===== src/rtl/sram_round_robin_arbiter_if.sv =====
// ---------------------------------------------------------------------------
// sram_round_robin_arbiter_if
//   Bundles the requester handshakes, the SRAM controller command/return
//   channel and the error flag of sram_round_robin_arbiter.
//
//   Requesters : w0/w1 (54-bit {mask,addr,data} writes),
//                r0/r1 (18-bit read addresses, 32-bit returned data)
//   SRAM side  : sram_addr_valid/sram_ready command handshake with
//                sram_addr/sram_data_in/sram_write_mask, read data returned
//                in issue order on sram_data_out/sram_data_out_valid
//   Status     : err (sticky, read data with nothing outstanding)
//
//   Modports: slave  = arbiter view
//             master = environment view (requesters + SRAM controller)
// ---------------------------------------------------------------------------
interface sram_round_robin_arbiter_if;
    logic        w0_din_valid;
    logic        w0_din_ready;
    logic [53:0] w0_din;
    logic        w1_din_valid;
    logic        w1_din_ready;
    logic [53:0] w1_din;

    logic        r0_din_valid;
    logic        r0_din_ready;
    logic [17:0] r0_din;
    logic        r0_dout_valid;
    logic [31:0] r0_dout;
    logic        r1_din_valid;
    logic        r1_din_ready;
    logic [17:0] r1_din;
    logic        r1_dout_valid;
    logic [31:0] r1_dout;

    logic        sram_addr_valid;
    logic        sram_ready;
    logic [17:0] sram_addr;
    logic [31:0] sram_data_in;
    logic [3:0]  sram_write_mask;
    logic [31:0] sram_data_out;
    logic        sram_data_out_valid;

    logic        err;

    modport slave (
        input  w0_din_valid, w0_din, w1_din_valid, w1_din,
        output w0_din_ready, w1_din_ready,
        input  r0_din_valid, r0_din, r1_din_valid, r1_din,
        output r0_din_ready, r1_din_ready,
        output r0_dout_valid, r0_dout, r1_dout_valid, r1_dout,
        output sram_addr_valid, sram_addr, sram_data_in, sram_write_mask,
        input  sram_ready, sram_data_out, sram_data_out_valid,
        output err
    );

    modport master (
        output w0_din_valid, w0_din, w1_din_valid, w1_din,
        input  w0_din_ready, w1_din_ready,
        output r0_din_valid, r0_din, r1_din_valid, r1_din,
        input  r0_din_ready, r1_din_ready,
        input  r0_dout_valid, r0_dout, r1_dout_valid, r1_dout,
        input  sram_addr_valid, sram_addr, sram_data_in, sram_write_mask,
        output sram_ready, sram_data_out, sram_data_out_valid,
        input  err
    );
endinterface


===== src/rtl/sram_round_robin_arbiter.sv =====
// ---------------------------------------------------------------------------
// sram_round_robin_arbiter
//   Round-robin arbiter sharing one SRAM controller between two writers
//   (w0, w1) and two readers (r0, r1). Requester index: 0=w0 1=w1 2=r0 3=r1.
//   Command fields are driven combinationally from the winner. Each issued
//   read records its reader id in a tag FIFO so in-order read data can be
//   steered back to the right reader.
//
//   Ports:
//     i_clk  - clock, rising edge
//     i_rst  - asynchronous active-high reset
//     bus    - sram_round_robin_arbiter_if.slave (requesters, SRAM, err)
//
//   Parameter:
//     TAG_DEPTH - max outstanding reads (power of 2, 2..16)
// ---------------------------------------------------------------------------
module sram_round_robin_arbiter #(
    parameter int TAG_DEPTH = 8
) (
    input  logic                           i_clk,
    input  logic                           i_rst,
    sram_round_robin_arbiter_if.slave      bus
);

    localparam int PW = $clog2(TAG_DEPTH);
    localparam int CW = PW + 1;

    // ---------------- state ----------------
    logic [1:0]           r_ptr;       // round-robin start index
    logic [TAG_DEPTH-1:0] r_tag;       // reader id per outstanding read
    logic [PW-1:0]        r_wr;
    logic [PW-1:0]        r_rd;
    logic [CW-1:0]        r_cnt;
    logic                 r_err;

    // ---------------- arbitration ----------------
    logic [3:0]  w_valid;
    logic [3:0]  w_elig;
    logic        w_full;
    logic        w_empty;
    logic        w_found;
    logic [1:0]  w_win;
    logic        w_win_wr;
    logic [53:0] w_win_wdin;
    logic [17:0] w_win_raddr;
    logic        w_zero_wr;
    logic        w_cand;
    logic        w_issue;
    logic        w_push;
    logic        w_pop;
    logic        w_head;
    logic [3:0]  w_rdy;

    assign w_full  = (r_cnt == CW'(TAG_DEPTH));
    assign w_empty = (r_cnt == '0);

    assign w_valid = {bus.r1_din_valid, bus.r0_din_valid,
                      bus.w1_din_valid, bus.w0_din_valid};

    // Readers need tag space as of the start of the cycle; a same-cycle
    // pop does not free a slot early.
    assign w_elig  = w_valid & {~w_full, ~w_full, 2'b11};

    // First eligible index at or after the pointer; the 2-bit add wraps mod 4.
    always_comb begin
        w_found = 1'b0;
        w_win   = 2'd0;
        for (int k = 0; k < 4; k++) begin
            if (!w_found && w_elig[r_ptr + 2'(k)]) begin
                w_found = 1'b1;
                w_win   = r_ptr + 2'(k);
            end
        end
    end

    assign w_win_wr    = ~w_win[1];
    assign w_win_wdin  = w_win[0] ? bus.w1_din : bus.w0_din;
    assign w_win_raddr = w_win[0] ? bus.r1_din : bus.r0_din;

    // An all-zero byte mask write is a no-op: swallowed locally, never
    // reaches the SRAM and leaves the pointer alone.
    assign w_zero_wr = w_found & w_win_wr & (w_win_wdin[53:50] == 4'h0);
    assign w_cand    = w_found & ~w_zero_wr;
    assign w_issue   = w_cand & bus.sram_ready & ~i_rst;
    assign w_push    = w_issue & ~w_win_wr;

    always_comb begin
        w_rdy = 4'b0000;
        if (!i_rst && w_found)
            w_rdy[w_win] = w_zero_wr ? 1'b1 : bus.sram_ready;
    end

    assign bus.w0_din_ready = w_rdy[0];
    assign bus.w1_din_ready = w_rdy[1];
    assign bus.r0_din_ready = w_rdy[2];
    assign bus.r1_din_ready = w_rdy[3];

    // ---------------- SRAM command ----------------
    assign bus.sram_addr_valid = w_cand & ~i_rst;
    assign bus.sram_addr       = w_win_wr ? w_win_wdin[49:32] : w_win_raddr;
    assign bus.sram_data_in    = w_win_wr ? w_win_wdin[31:0]  : 32'h0;
    assign bus.sram_write_mask = w_win_wr ? w_win_wdin[53:50] : 4'h0;

    // ---------------- read return steering ----------------
    // Data arriving with nothing outstanding is dropped and flagged.
    assign w_pop  = bus.sram_data_out_valid & ~w_empty & ~i_rst;
    assign w_head = r_tag[r_rd];

    assign bus.r0_dout_valid = w_pop & ~w_head;
    assign bus.r1_dout_valid = w_pop &  w_head;
    assign bus.r0_dout       = bus.sram_data_out;
    assign bus.r1_dout       = bus.sram_data_out;
    assign bus.err           = r_err;

    // ---------------- sequential ----------------
    always_ff @(posedge i_clk or posedge i_rst) begin
        if (i_rst) begin
            r_ptr <= 2'd0;
            r_wr  <= '0;
            r_rd  <= '0;
            r_cnt <= '0;
            r_err <= 1'b0;
        end else begin
            if (w_issue)
                r_ptr <= w_win + 2'd1;
            if (w_push)
                r_wr <= r_wr + PW'(1);
            if (w_pop)
                r_rd <= r_rd + PW'(1);
            case ({w_push, w_pop})
                2'b10:   r_cnt <= r_cnt + CW'(1);
                2'b01:   r_cnt <= r_cnt - CW'(1);
                default: r_cnt <= r_cnt;
            endcase
            if (bus.sram_data_out_valid && w_empty)
                r_err <= 1'b1;
        end
    end

    // Tag storage needs no reset: entries are only read behind r_cnt.
    always_ff @(posedge i_clk) begin
        if (w_push)
            r_tag[r_wr] <= w_win[0];
    end

endmodule


===== src/flat_wrapper.sv =====
// flat-port wrapper written by rule: the top's interface ports become plain ports
module sram_round_robin_arbiter_flat 
#(
    parameter int TAG_DEPTH = 8
)
  (i_clk, i_rst, bus_w0_din_valid, bus_w0_din, bus_w1_din_valid, bus_w1_din, bus_w0_din_ready, bus_w1_din_ready, bus_r0_din_valid, bus_r0_din, bus_r1_din_valid, bus_r1_din, bus_r0_din_ready, bus_r1_din_ready, bus_r0_dout_valid, bus_r0_dout, bus_r1_dout_valid, bus_r1_dout, bus_sram_addr_valid, bus_sram_addr, bus_sram_data_in, bus_sram_write_mask, bus_sram_ready, bus_sram_data_out, bus_sram_data_out_valid, bus_err);
  sram_round_robin_arbiter_if bus_i ();
  input  logic i_clk;
  input  logic i_rst;
  input wire logic [$bits(bus_i.w0_din_valid)-1:0] bus_w0_din_valid;
  input wire logic [$bits(bus_i.w0_din)-1:0] bus_w0_din;
  input wire logic [$bits(bus_i.w1_din_valid)-1:0] bus_w1_din_valid;
  input wire logic [$bits(bus_i.w1_din)-1:0] bus_w1_din;
  output wire logic [$bits(bus_i.w0_din_ready)-1:0] bus_w0_din_ready;
  output wire logic [$bits(bus_i.w1_din_ready)-1:0] bus_w1_din_ready;
  input wire logic [$bits(bus_i.r0_din_valid)-1:0] bus_r0_din_valid;
  input wire logic [$bits(bus_i.r0_din)-1:0] bus_r0_din;
  input wire logic [$bits(bus_i.r1_din_valid)-1:0] bus_r1_din_valid;
  input wire logic [$bits(bus_i.r1_din)-1:0] bus_r1_din;
  output wire logic [$bits(bus_i.r0_din_ready)-1:0] bus_r0_din_ready;
  output wire logic [$bits(bus_i.r1_din_ready)-1:0] bus_r1_din_ready;
  output wire logic [$bits(bus_i.r0_dout_valid)-1:0] bus_r0_dout_valid;
  output wire logic [$bits(bus_i.r0_dout)-1:0] bus_r0_dout;
  output wire logic [$bits(bus_i.r1_dout_valid)-1:0] bus_r1_dout_valid;
  output wire logic [$bits(bus_i.r1_dout)-1:0] bus_r1_dout;
  output wire logic [$bits(bus_i.sram_addr_valid)-1:0] bus_sram_addr_valid;
  output wire logic [$bits(bus_i.sram_addr)-1:0] bus_sram_addr;
  output wire logic [$bits(bus_i.sram_data_in)-1:0] bus_sram_data_in;
  output wire logic [$bits(bus_i.sram_write_mask)-1:0] bus_sram_write_mask;
  input wire logic [$bits(bus_i.sram_ready)-1:0] bus_sram_ready;
  input wire logic [$bits(bus_i.sram_data_out)-1:0] bus_sram_data_out;
  input wire logic [$bits(bus_i.sram_data_out_valid)-1:0] bus_sram_data_out_valid;
  output wire logic [$bits(bus_i.err)-1:0] bus_err;
  assign bus_i.w0_din_valid = bus_w0_din_valid;
  assign bus_i.w0_din = bus_w0_din;
  assign bus_i.w1_din_valid = bus_w1_din_valid;
  assign bus_i.w1_din = bus_w1_din;
  assign bus_w0_din_ready = bus_i.w0_din_ready;
  assign bus_w1_din_ready = bus_i.w1_din_ready;
  assign bus_i.r0_din_valid = bus_r0_din_valid;
  assign bus_i.r0_din = bus_r0_din;
  assign bus_i.r1_din_valid = bus_r1_din_valid;
  assign bus_i.r1_din = bus_r1_din;
  assign bus_r0_din_ready = bus_i.r0_din_ready;
  assign bus_r1_din_ready = bus_i.r1_din_ready;
  assign bus_r0_dout_valid = bus_i.r0_dout_valid;
  assign bus_r0_dout = bus_i.r0_dout;
  assign bus_r1_dout_valid = bus_i.r1_dout_valid;
  assign bus_r1_dout = bus_i.r1_dout;
  assign bus_sram_addr_valid = bus_i.sram_addr_valid;
  assign bus_sram_addr = bus_i.sram_addr;
  assign bus_sram_data_in = bus_i.sram_data_in;
  assign bus_sram_write_mask = bus_i.sram_write_mask;
  assign bus_i.sram_ready = bus_sram_ready;
  assign bus_i.sram_data_out = bus_sram_data_out;
  assign bus_i.sram_data_out_valid = bus_sram_data_out_valid;
  assign bus_err = bus_i.err;
  sram_round_robin_arbiter #(.TAG_DEPTH(TAG_DEPTH)) u_core (.i_clk(i_clk), .i_rst(i_rst), .bus(bus_i));
endmodule

===== config.mk =====
export PLATFORM = sky130hd
export DESIGN_NAME = sram_round_robin_arbiter_flat
export DESIGN_NICKNAME = d
export VERILOG_FILES = /design/src/rtl/sram_round_robin_arbiter_if.sv /design/src/rtl/sram_round_robin_arbiter.sv /design/src/flat_wrapper.sv
export SDC_FILE = /design/constraint.sdc
export NUM_CORES = 1
export LEC_CHECK = 0
export CAP_MARGIN = 20
export CORE_AREA = 2 2 119 121
export CTS_CLUSTER_SIZE = 25
export DETAILED_ROUTE_END_ITERATION = 7
export DIE_AREA = 0 0 121 123
export GPL_TIMING_DRIVEN = 0
export PLACE_DENSITY = 0.72
export SYNTH_ARGS = -nofsm -noshare
export SYNTH_HDL_FRONTEND = slang
export SYNTH_SLANG_ARGS = --single-unit

===== constraint.sdc =====
create_clock -name i_clk -period 2.9 [get_ports i_clk]
set_input_delay 0.58 -clock i_clk [delete_from_list [all_inputs] [get_ports i_clk]]
set_output_delay 0.58 -clock i_clk [all_outputs]
set_load 0.005 [all_outputs]

==> results of run 1 <==
==> path summary, 6_finish.rpt <==
check / slack, ns / end / from
setup / recovery: -0.44 / bus_sram_data_in[2] / u_core.r_cnt[1]$_DFFE_PP0P_
hold / removal: 0.46 / u_core.bus.err$_DFFE_PP0P_ / u_core.bus.err$_DFFE_PP0P_
setup reg to reg: 0.05 / u_core.r_cnt[3]$_DFFE_PP0P_ / u_core.r_cnt[1]$_DFFE_PP0P_
hold reg to reg: 0.46 / u_core.bus.err$_DFFE_PP0P_ / u_core.bus.err$_DFFE_PP0P_
max in group asynchronous: 1.96 / u_core.r_cnt[2]$_DFFE_PP0P_ / i_rst
min in group asynchronous: 0.72 / u_core.bus.err$_DFFE_PP0P_ / i_rst
==> layout make-up <==
cell class | count | area [um2]
fill | 1318 | 6930
timing repair buffer | 330 | 3060
multi-input combinational | 294 | 1920
buffer | 88 | 793
sequential | 21 | 566
tap | 180 | 225
clock buffer | 3 | 75.1
inverter | 8 | 36.3
clock inverter | 1 | 7.51
==> cell usage in the layout (no fill, tap or decap), types with 4 or more instances in the layout <==
cell,n
ha_1,6
clkdlybuf4s50_1,216
buf_6,14
nand2_4,5
edfxtp_1,8
nor3b_2,4
xor2_1,4
clkbuf_8,4
and3_4,8
clkbuf_16,10
buf_2,58
dfrtp_1,13
and3_1,10
nor2_1,8
xnor2_1,4
a21oi_1,22
a21oi_2,18
nand2_1,119
inv_1,6
a31oi_1,16
buf_8,7
buf_4,96
nand2_2,27
==> worst reg2reg max path, delay by kind of cell, from the launching register on <==
family,cells,cell delay [ns]
DFF,1,0.37
adders and majority gates,2,0.39
and+or+nand+nor,4,0.80
AOI/OAI and AO/OA,3,0.42
buffers and inverters,4,0.48
xor gates and xnor gates,2,0.26
==> cells in the mapped netlist, types with 6 or more instances <==
| cell type | count | share of area [%] |
|---|---|---|
| a21oi_1 | 41 | 7.5 |
| a31oi_1 | 18 | 4.1 |
| and3_1 | 18 | 4.1 |
| buf_4 | 64 | 18 |
| clkbuf_1 | 18 | 2.5 |
| dfrtp_1 | 13 | 12 |
| edfxtp_1 | 8 | 8.8 |
| ha_1 | 9 | 4.1 |
| inv_1 | 7 | 0.96 |
| nand2_1 | 151 | 21 |
| nor2_1 | 8 | 1.1 |
| nor3b_1 | 6 | 1.6 |
==> timing repair <==
item	4_1_cts	5_1_grt
pin swaps	18	19
cloned	8	1
setup endpoints to repair	65	63
resized for setup	340	67
buffers inserted	39	7
==> sequential cells by signal (all words and copies together), names as in the netlist <==
register and cells:
u_core.r_wr 3, u_core.r_tag 8, u_core.r_rd 3, u_core.r_ptr 2, u_core.bus.err 1, u_core.r_cnt 4
==> report_power, final <==
group	internal, mW	switching, mW	total (mW)
Clock	0.187	0.109	0.296
Combinational	2.15	1.74	3.89
Sequential	0.424	0.101	0.524
Total	2.76	1.95	4.71
==> cells by family (layout without fill, tap and decap cells) <==
family                     after synthesis  count (layout)  share of synthesized area (%)
AOI/OAI and AO/OA                       69              69                           14.6
xor gates and xnor gates                 8               8                           2.55
adders and majority gates               10              10                           4.84
buffers and inverters                   96             430                           21.9
DFF                                     21              21                           20.6
muxes                                    9               9                           4.38
and+or+nand+nor                        198             198                           31.0
==> metrics by stage <==
stage	power [mW]	instances	hold slack (ns)
2_1_floorplan	1.89	411	0.451
3_3_place_gp	3.45	868	0.449
3_5_place_dp	3.48	868	0.448
4_1_cts	4.51	919	0.461
5_1_grt	5.07	925	0.482
6_report	4.71	925	0.458
==> routing by layer <==
metal  track usage, %  vias to the layer above  wire length, um  share of wire (%)
li1                 -                     1974                -                  -
met1             20.4                     1800             5520                 38
met2             33.7                      178             7820                 54
met5                0                        -                0                  0
met3             3.69                        4             1110                7.6
met4             1.38                        0               43               0.30
==> results.sh, run 1 <==
export IMPL_seq_area_frac_synth_pct=20.6
export IMPL_wl_per_cell_um=15.7
export IMPL_rsz0062_at_grt="yes"
export IMPL_start_util_pct=20.1
export IMPL_clock_sinks=21
export IMPL_finalCriticalPeriod_ns=3.34
export IMPL_drc=0
export IMPL_cts_htree_levels=1
export IMPL_place_ws_ns=-1.49
export IMPL_worst_path_largest_cell_delay_ns=0.54
export IMPL_clockBufferDepth=2
export IMPL_cp_end_kind="output port"
export IMPL_p_leak_nw=2.99
export IMPL_drv_cap=0
export IMPL_grt_pass1_vias=3906
export IMPL_ys_types=37
export IMPL_synth_flop_cell="dfrtp_1"
export IMPL_track_usage_pct=17.4
export IMPL_yosys_warnings=0
export IMPL_layout_setup_ws_ns=-0.445
export IMPL_crit_type="reg2out"
export IMPL_cp_num_buf_inv=7
export IMPL_hold_viol_final=0
export IMPL_ant_nets=0
export IMPL_viasPerCell=4.28
export IMPL_tns_ns=-19.11
export IMPL_dp_hpwl_um=10800
export IMPL_cts_tree="done"
export IMPL_core_area_um2=13600
export IMPL_crit_top_cell="clkbuf_16"
export IMPL_die_h_um=123
export IMPL_antenna_found_initial=0
export IMPL_worstMarginPinSlew_ns=0.537
export IMPL_synthArstFlopShare_pct=61.9
export IMPL_dr_pass1_iters=4
export IMPL_violations="negative setup slack"
export IMPL_crit_arrival_ns=2.76
export IMPL_postLayoutCellArea_um2=6680
export IMPL_vias=3956
export IMPL_cp_start_kind="flop"
export IMPL_numCtsBuffers=3
export IMPL_placed_cell_area_um2=5750
export IMPL_fin_skew_ns=0.00326
export IMPL_synth_enable_flop_cells=8
export IMPL_root_buffer="clkbuf_16"
export IMPL_drt_iter0_drc=133
export IMPL_io_pins=310
export IMPL_relSlewSlack_pct=64.2
export IMPL_outcome="finished with violations"
export IMPL_path_cells="or4b_4 > a31o_1 > a211oi_4 > buf_6 > inv_4 > clkbuf_16 > clkbuf_16 > buf_12 > clkbuf_16 > nand2_2 > a21oi_1 > buf_2"
export IMPL_synth_fp_nets=605
export IMPL_finalSetupViolCount=59
export IMPL_dieArea_um2=14900
export IMPL_hp_class="reg2reg"
export IMPL_area_growth_pct=144
export IMPL_synth_avg_cell_area_um2=6.67
export IMPL_routed_wl_um=14500
export IMPL_r2r_cells=15
export IMPL_holdPathStages=1
export IMPL_synth_area_um2=2740
export IMPL_rows=43
export IMPL_synth_seq_cells=21
export IMPL_die_w_um=121
export IMPL_cts_hold_buf=0
export IMPL_critPathSlowestCell="or4b_4"
export IMPL_p_per_area_nw_per_um2=705
export IMPL_fin_crit_sh_pct=115
export IMPL_nets=940
export IMPL_critPathMaxFanout=6
export IMPL_worstSkewPairLatency_ns=0.26
export IMPL_ir_drop_uv=446
export IMPL_cp_required_ns=2.32
export IMPL_grt_pass1_wl_um=20300
export IMPL_overflow=0
export IMPL_io_buffer_count=277
export IMPL_max_freq_ghz=0.299
export IMPL_crit_family="buffers and inverters"
export IMPL_drive_gt1_share_pct=38.1
export IMPL_gp_congestion=0.777
export IMPL_fin_util_pct=49.1
export IMPL_finalMaxSlewViolations=0
export IMPL_antenna_cells=0
export IMPL_netlist_instances=411
export IMPL_grt_max_degree=15
export IMPL_cp_depth=12
export IMPL_clkTransAtPathRegs_ns=0.06
No activity file was read; power rests on OpenSTA's default activity.
==> inputs of run 2 (changes only) <==
--- a/config.mk
+++ b/config.mk
@@ -11,7 +11,6 @@
 export DETAILED_ROUTE_END_ITERATION = 7
 export DIE_AREA = 0 0 121 123
 export GPL_TIMING_DRIVEN = 0
-export PLACE_DENSITY = 0.72
 export SYNTH_ARGS = -nofsm -noshare
 export SYNTH_HDL_FRONTEND = slang
 export SYNTH_SLANG_ARGS = --single-unit
==> run 2 against run 1 <==
The flow still finishes with violations (negative setup slack). Total power up 5.2%. Fmax grew 2.2%. Cell area up 2.5%. Register-to-register slack lost 0.24 ns. Critical path depth fell by 2. Flip-flop and latch count unchanged. Worst setup slack better by 0.073 ns. Global-route usage grew 0.56 points. Highest routed layer unchanged.
==> results.sh, run 2 (synthesized netlist as in run 1, its figures left out) <==
export IMPL_viasPerCell=4.38
export IMPL_grt_max_degree=15
export IMPL_clockBufferDepth=2
export IMPL_vias=4051
export IMPL_dp_hpwl_um=11300
export IMPL_hold_viol_final=0
export IMPL_io_pins=310
export IMPL_cp_num_buf_inv=4
export IMPL_clock_sinks=21
export IMPL_outcome="finished with violations"
export IMPL_worstMarginPinSlew_ns=0.601
export IMPL_finalMaxSlewViolations=0
export IMPL_rows=43
export IMPL_finalSetupViolCount=60
export IMPL_internal_power_mw=2.89
export IMPL_grt_pass1_vias=4071
export IMPL_start_util_pct=20.1
export IMPL_path_cells="or4b_4 > a31o_4 > a211oi_4 > inv_2 > buf_6 > mux2_4 > a21oi_4 > buf_4 > nor3b_4 > buf_2"
export IMPL_totalPowerFinal_mw=4.96
export IMPL_placed_cell_area_um2=5750
export IMPL_cp_start_kind="flop"
export IMPL_tns_ns=-15.49
export IMPL_place_ws_ns=-1.36
export IMPL_reg_top3="u_core.r_tag x8, u_core.r_cnt x4"
export IMPL_dieArea_um2=14900
export IMPL_wl_per_cell_um=16.2
export IMPL_rsz0062_at_grt="yes"
export IMPL_layout_commonest_cell="clkdlybuf4s50_1"
export IMPL_numCtsBuffers=3
export IMPL_grt_pass1_wl_um=21200
export IMPL_fin_crit_sh_pct=113
export IMPL_r2r_slack_ns=-0.19
export IMPL_swShare_pct=41.6
export IMPL_p_comb_share_pct=83.6
export IMPL_io_buffer_count=277
export IMPL_p_leak_nw=3.07
export IMPL_relSlewSlack_pct=59.6
export IMPL_hp_class="reg2reg"
export IMPL_postLayoutCellArea_um2=6850
export IMPL_cp_end_kind="output port"
export IMPL_p_per_area_nw_per_um2=724
export IMPL_drc=0
export IMPL_final_cell_mix="clkdlybuf4s50_1, nand2_1, buf_4, buf_2, a21oi_2"
export IMPL_crit_arrival_ns=2.69
export IMPL_nets=940
export IMPL_worst_path_largest_cell_delay_ns=0.56
export IMPL_finalCriticalPeriod_ns=3.27
export IMPL_root_buffer="clkbuf_16"
export IMPL_ir_drop_uv=281
export IMPL_gp_congestion=0.779
export IMPL_timing_hold_ws_ns=0.466
export IMPL_worstSkewPairLatency_ns=0.25
export IMPL_crit_type="reg2out"
export IMPL_p_seq_share_pct=10.6
export IMPL_layout_setup_ws_ns=-0.372
export IMPL_cts_tree="done"
export IMPL_track_usage_pct=18.0
export IMPL_antenna_found_initial=0
export IMPL_critPathMaxFanout=4
export IMPL_regMostFlops="u_core.r_tag"
export IMPL_fin_skew_ns=0.00417
export IMPL_clkTransAtPathRegs_ns=0.05
export IMPL_max_freq_ghz=0.306
export IMPL_drt_iter0_drc=143
export IMPL_cts_htree_levels=1
export IMPL_core_area_um2=13600
export IMPL_violations="negative setup slack"
export IMPL_die_h_um=123
export IMPL_overflow=0
export IMPL_area_growth_pct=150
export IMPL_p_clk_share_pct=5.8
export IMPL_die_w_um=121
export IMPL_largest_register_ffs=8
export IMPL_critPathSlowestCell="or4b_4"
export IMPL_drive_gt1_share_pct=40.4
export IMPL_routed_wl_um=15000
export IMPL_antenna_cells=0
export IMPL_dr_pass1_iters=4
export IMPL_p_switching_mw=2.06
export IMPL_crit_family="compound AO/OA/AOI/OAI gates"
export IMPL_drv_cap=0
export IMPL_cp_required_ns=2.32
export IMPL_ant_nets=0
## run 2: cell types whose count changed in the layout (fill, tap and decap cells not counted), sizes merged
cell	previous run	this run
clkdlybuf4s15	1	0
clkinv	0	1
clkinvlp	2	1
buf	180	186
clkbuf	22	17
## run 2: power by group through the flow
| stage | logic, mW | clock network [mW] | registers (mW) |
|---|---|---|---|
| final | 4.14 | 0.286 | 0.526 |
| after global routing | 4.48 | 0.309 | 0.546 |
| after CTS | 3.74 | 0.294 | 0.524 |
| after detailed placement | 2.97 | 0 | 0.540 |
| after global placement | 2.93 | 0 | 0.535 |
| after floorplan | 1.38 | 0 | 0.515 |
## run 2: path summary, 6_finish.rpt
path	startpoint	end	depth (start not counted)
setup / recovery	u_core.r_cnt[0]$_DFFE_PP0P_	bus_w1_din_ready	10
hold / removal	u_core.bus.err$_DFFE_PP0P_	u_core.bus.err$_DFFE_PP0P_	1
setup reg to reg	u_core.r_cnt[0]$_DFFE_PP0P_	u_core.r_cnt[3]$_DFFE_PP0P_	15
hold reg to reg	u_core.bus.err$_DFFE_PP0P_	u_core.bus.err$_DFFE_PP0P_	1
max in group asynchronous	i_rst	u_core.r_cnt[3]$_DFFE_PP0P_	3
min in group asynchronous	i_rst	u_core.r_rd[0]$_DFFE_PP0P_	3
## run 2: what timing repair did
action,CTS,global route
setup buffers,30,18
pin swaps,31,23
resized for setup,379,77
cloned,6,3
setup endpoints to repair,65,63
hold buffers,0,0
## run 2: cell type report
type | instances | area, um2
Fill cell | 1341 | 6760
Buffer | 85 | 754
Multi-Input combinational cell | 294 | 2030
Inverter | 8 | 33.8
Timing Repair Buffer | 333 | 3160
Clock inverter | 1 | 5.00
Tap cell | 180 | 225
Clock buffer | 3 | 75.1
Sequential cell | 21 | 566
## run 2: through the flow
stage               std cells  utilization (%)
CTS                       908             47.6
detailed placement        868             42.2
global route              925             50.3
finish                    925             50.3
global placement          868             42.2
floorplan                 411                -
## run 2: routing by layer
| metal | wire [um] | track usage, % | up-vias |
|---|---|---|---|
| li1 | - | - | 1976 |
| met1 | 5600 | 20.6 | 1906 |
| met2 | 8270 | 36.6 | 165 |
| met3 | 1090 | 2.63 | 4 |
| met4 | 18 | 0.727 | 0 |
| met5 | 0 | 0 | - |
==> inputs of run 3 (changes only) <==
--- a/config.mk
+++ b/config.mk
@@ -11,6 +11,8 @@
 export DETAILED_ROUTE_END_ITERATION = 7
 export DIE_AREA = 0 0 121 123
 export GPL_TIMING_DRIVEN = 0
+export PLACE_DENSITY = 0.75
+export SKIP_LAST_GASP = 1
 export SYNTH_ARGS = -nofsm -noshare
 export SYNTH_HDL_FRONTEND = slang
 export SYNTH_SLANG_ARGS = --single-unit
==> run 3 against run 2 <==
The run still ends with negative setup slack left. Global-route usage shrank 0.97 points. Count of clock-buffer cells in the layout is the same. Register-to-register slack gained 0.23 ns. Die area is the same. Sequential power is essentially flat. Cell area shrank 4.0%. Clock power grew 2%. Highest routed layer unchanged.
==> results.sh, run 3 (synthesized netlist as in run 1, its figures left out) <==
export IMPL_regMostFlops="u_core.r_tag"
export IMPL_p_clk_share_pct=6.4
export IMPL_multi_input_area_um2=1860
export IMPL_cts_tree="done"
export IMPL_track_usage_pct=17.0
export IMPL_root_buffer="clkbuf_16"
export IMPL_layout_setup_ws_ns=-0.399
export IMPL_totalPowerFinal_mw=4.60
export IMPL_ff_latch_area_um2=566
export IMPL_crit_family="buffers and inverters"
export IMPL_worstMarginPinSlew_ns=0.576
export IMPL_final_cell_mix="clkdlybuf4s50_1, nand2_1, buf_4, buf_2, a21oi_2"
export IMPL_overflow=0
export IMPL_fin_skew_ns=0.00291
export IMPL_max_freq_ghz=0.303
export IMPL_p_switching_mw=1.91
export IMPL_gp_congestion=0.782
export IMPL_cp_start_kind="flop"
export IMPL_hold_viol_final=0
export IMPL_drive_gt1_share_pct=35.2
export IMPL_finalCriticalPeriod_ns=3.30
export IMPL_cp_required_ns=2.32
export IMPL_antenna_found_initial=0
export IMPL_path_cells="or4b_4 > buf_6 > a22oi_2 > a211oi_4 > buf_6 > inv_4 > clkbuf_16 > clkbuf_16 > buf_4 > nand2_1 > and3_1 > a31oi_1 > buf_2"
export IMPL_routed_wl_um=14100
export IMPL_internal_power_mw=2.70
export IMPL_vias=3939
export IMPL_outcome="finished with violations"
export IMPL_crit_arrival_ns=2.72
export IMPL_p_comb_share_pct=82.2
export IMPL_viasPerCell=4.28
export IMPL_io_buffer_count=277
export IMPL_area_growth_pct=140
export IMPL_nets=936
export IMPL_io_pins=310
export IMPL_cp_end_kind="output port"
export IMPL_fin_crit_sh_pct=114
export IMPL_ant_nets=0
export IMPL_wl_per_cell_um=15.3
export IMPL_finalMaxSlewViolations=0
export IMPL_p_leak_nw=2.94
export IMPL_clock_sinks=21
export IMPL_dr_pass1_iters=4
export IMPL_rows=43
export IMPL_crit_type="reg2out"
export IMPL_fin_util_pct=48.3
export IMPL_critPathSlowestCell="or4b_4"
export IMPL_timing_hold_ws_ns=0.460
export IMPL_ir_drop_uv=425
export IMPL_violations="negative setup slack"
export IMPL_r2r_slack_ns=0.04
export IMPL_core_area_um2=13600
export IMPL_clkTransAtPathRegs_ns=0.06
export IMPL_layout_commonest_cell="clkdlybuf4s50_1"
export IMPL_critPathMaxFanout=6
export IMPL_fillers=1353
export IMPL_drt_iter0_drc=181
export IMPL_start_util_pct=20.1
export IMPL_drv_cap=0
export IMPL_cts_htree_levels=1
export IMPL_finalSetupViolCount=59
export IMPL_p_per_area_nw_per_um2=700
export IMPL_reg_top3="u_core.r_tag x8, u_core.r_cnt x4"
export IMPL_relSlewSlack_pct=61.6
export IMPL_worstSkewPairLatency_ns=0.26
export IMPL_grt_pass1_vias=3859
export IMPL_swShare_pct=41.4
export IMPL_largest_register_ffs=8
export IMPL_dieArea_um2=14900
export IMPL_drc=0
export IMPL_cp_num_buf_inv=7
export IMPL_rsz0062_at_grt="yes"
export IMPL_cts_hold_buf=0
export IMPL_die_h_um=123
export IMPL_p_seq_share_pct=11.4
export IMPL_antenna_cells=0
export IMPL_numCtsBuffers=3
export IMPL_worst_path_largest_cell_delay_ns=0.55
export IMPL_clockBufferDepth=2
export IMPL_hp_class="reg2reg"
export IMPL_die_w_um=121
export IMPL_grt_max_degree=15
export IMPL_dp_hpwl_um=10700
export IMPL_grt_pass1_wl_um=19800
-- run 3: final timing paths --
check                                            start                          end  cells past startpoint
max reg2reg                u_core.r_cnt[0]$_DFFE_PP0P_  u_core.r_cnt[3]$_DFFE_PP0P_                     15
min reg2reg                 u_core.bus.err$_DFFE_PP0P_   u_core.bus.err$_DFFE_PP0P_                      1
max                        u_core.r_cnt[0]$_DFFE_PP0P_            bus_sram_addr[15]                     13
max in group asynchronous                        i_rst  u_core.r_cnt[2]$_DFFE_PP0P_                      3
min                         u_core.bus.err$_DFFE_PP0P_   u_core.bus.err$_DFFE_PP0P_                      1
min in group asynchronous                        i_rst   u_core.r_wr[2]$_DFFE_PP0P_                      3
-- run 3: timing repair --
item                                    4_1_cts  5_1_grt
gates cloned                                  4        0
gates resized for setup                     341       37
endpoints found under the setup margin       65       62
pin swaps                                    20       24
setup buffers                                34       12
-- run 3: layout make-up --
type	count	share of cell area, %
buffer	88	12.1
clock buffer	3	1.14
clock inverter	1	0.0761
inverter	8	0.552
multi-input combinational	294	28.2
sequential	21	8.60
tap	180	3.42
timing repair buffer	326	45.8
-- run 3: stage by stage --
| stage | instances | instance area (um2) | worst slack [ns] | TNS [ns] |
|---|---|---|---|---|
| 2_1_floorplan | 411 | 2750 | 0.000659 | 0 |
| 3_3_place_gp | 868 | 5750 | -1.45 | -71.11 |
| 3_5_place_dp | 868 | 5750 | -1.42 | -71.71 |
| 4_1_cts | 910 | 6400 | -0.413 | -19.15 |
| 5_1_grt | 921 | 6580 | -0.466 | -22.08 |
| 6_report | 921 | 6580 | -0.399 | -17.07 |
-- run 3: power by group through the flow --
stage,clock (mW),sequential (mW),combinational (mW)
after floorplan,0,0.515,1.38
after global placement,0,0.539,2.93
after detailed placement,0,0.543,2.95
after CTS,0.297,0.522,3.63
after global routing,0.308,0.541,4.11
final,0.293,0.525,3.79
-- run 3: routing by layer --
metal | share of wire [%] | vias to the layer above | global-route usage [%]
met5 | 0 | - | 0
met3 | 8.1 | 13 | 3.78
met4 | 1.0 | 0 | 2.25
met1 | 38 | 1771 | 19.9
li1 | - | 1964 | -
met2 | 53 | 191 | 32.4
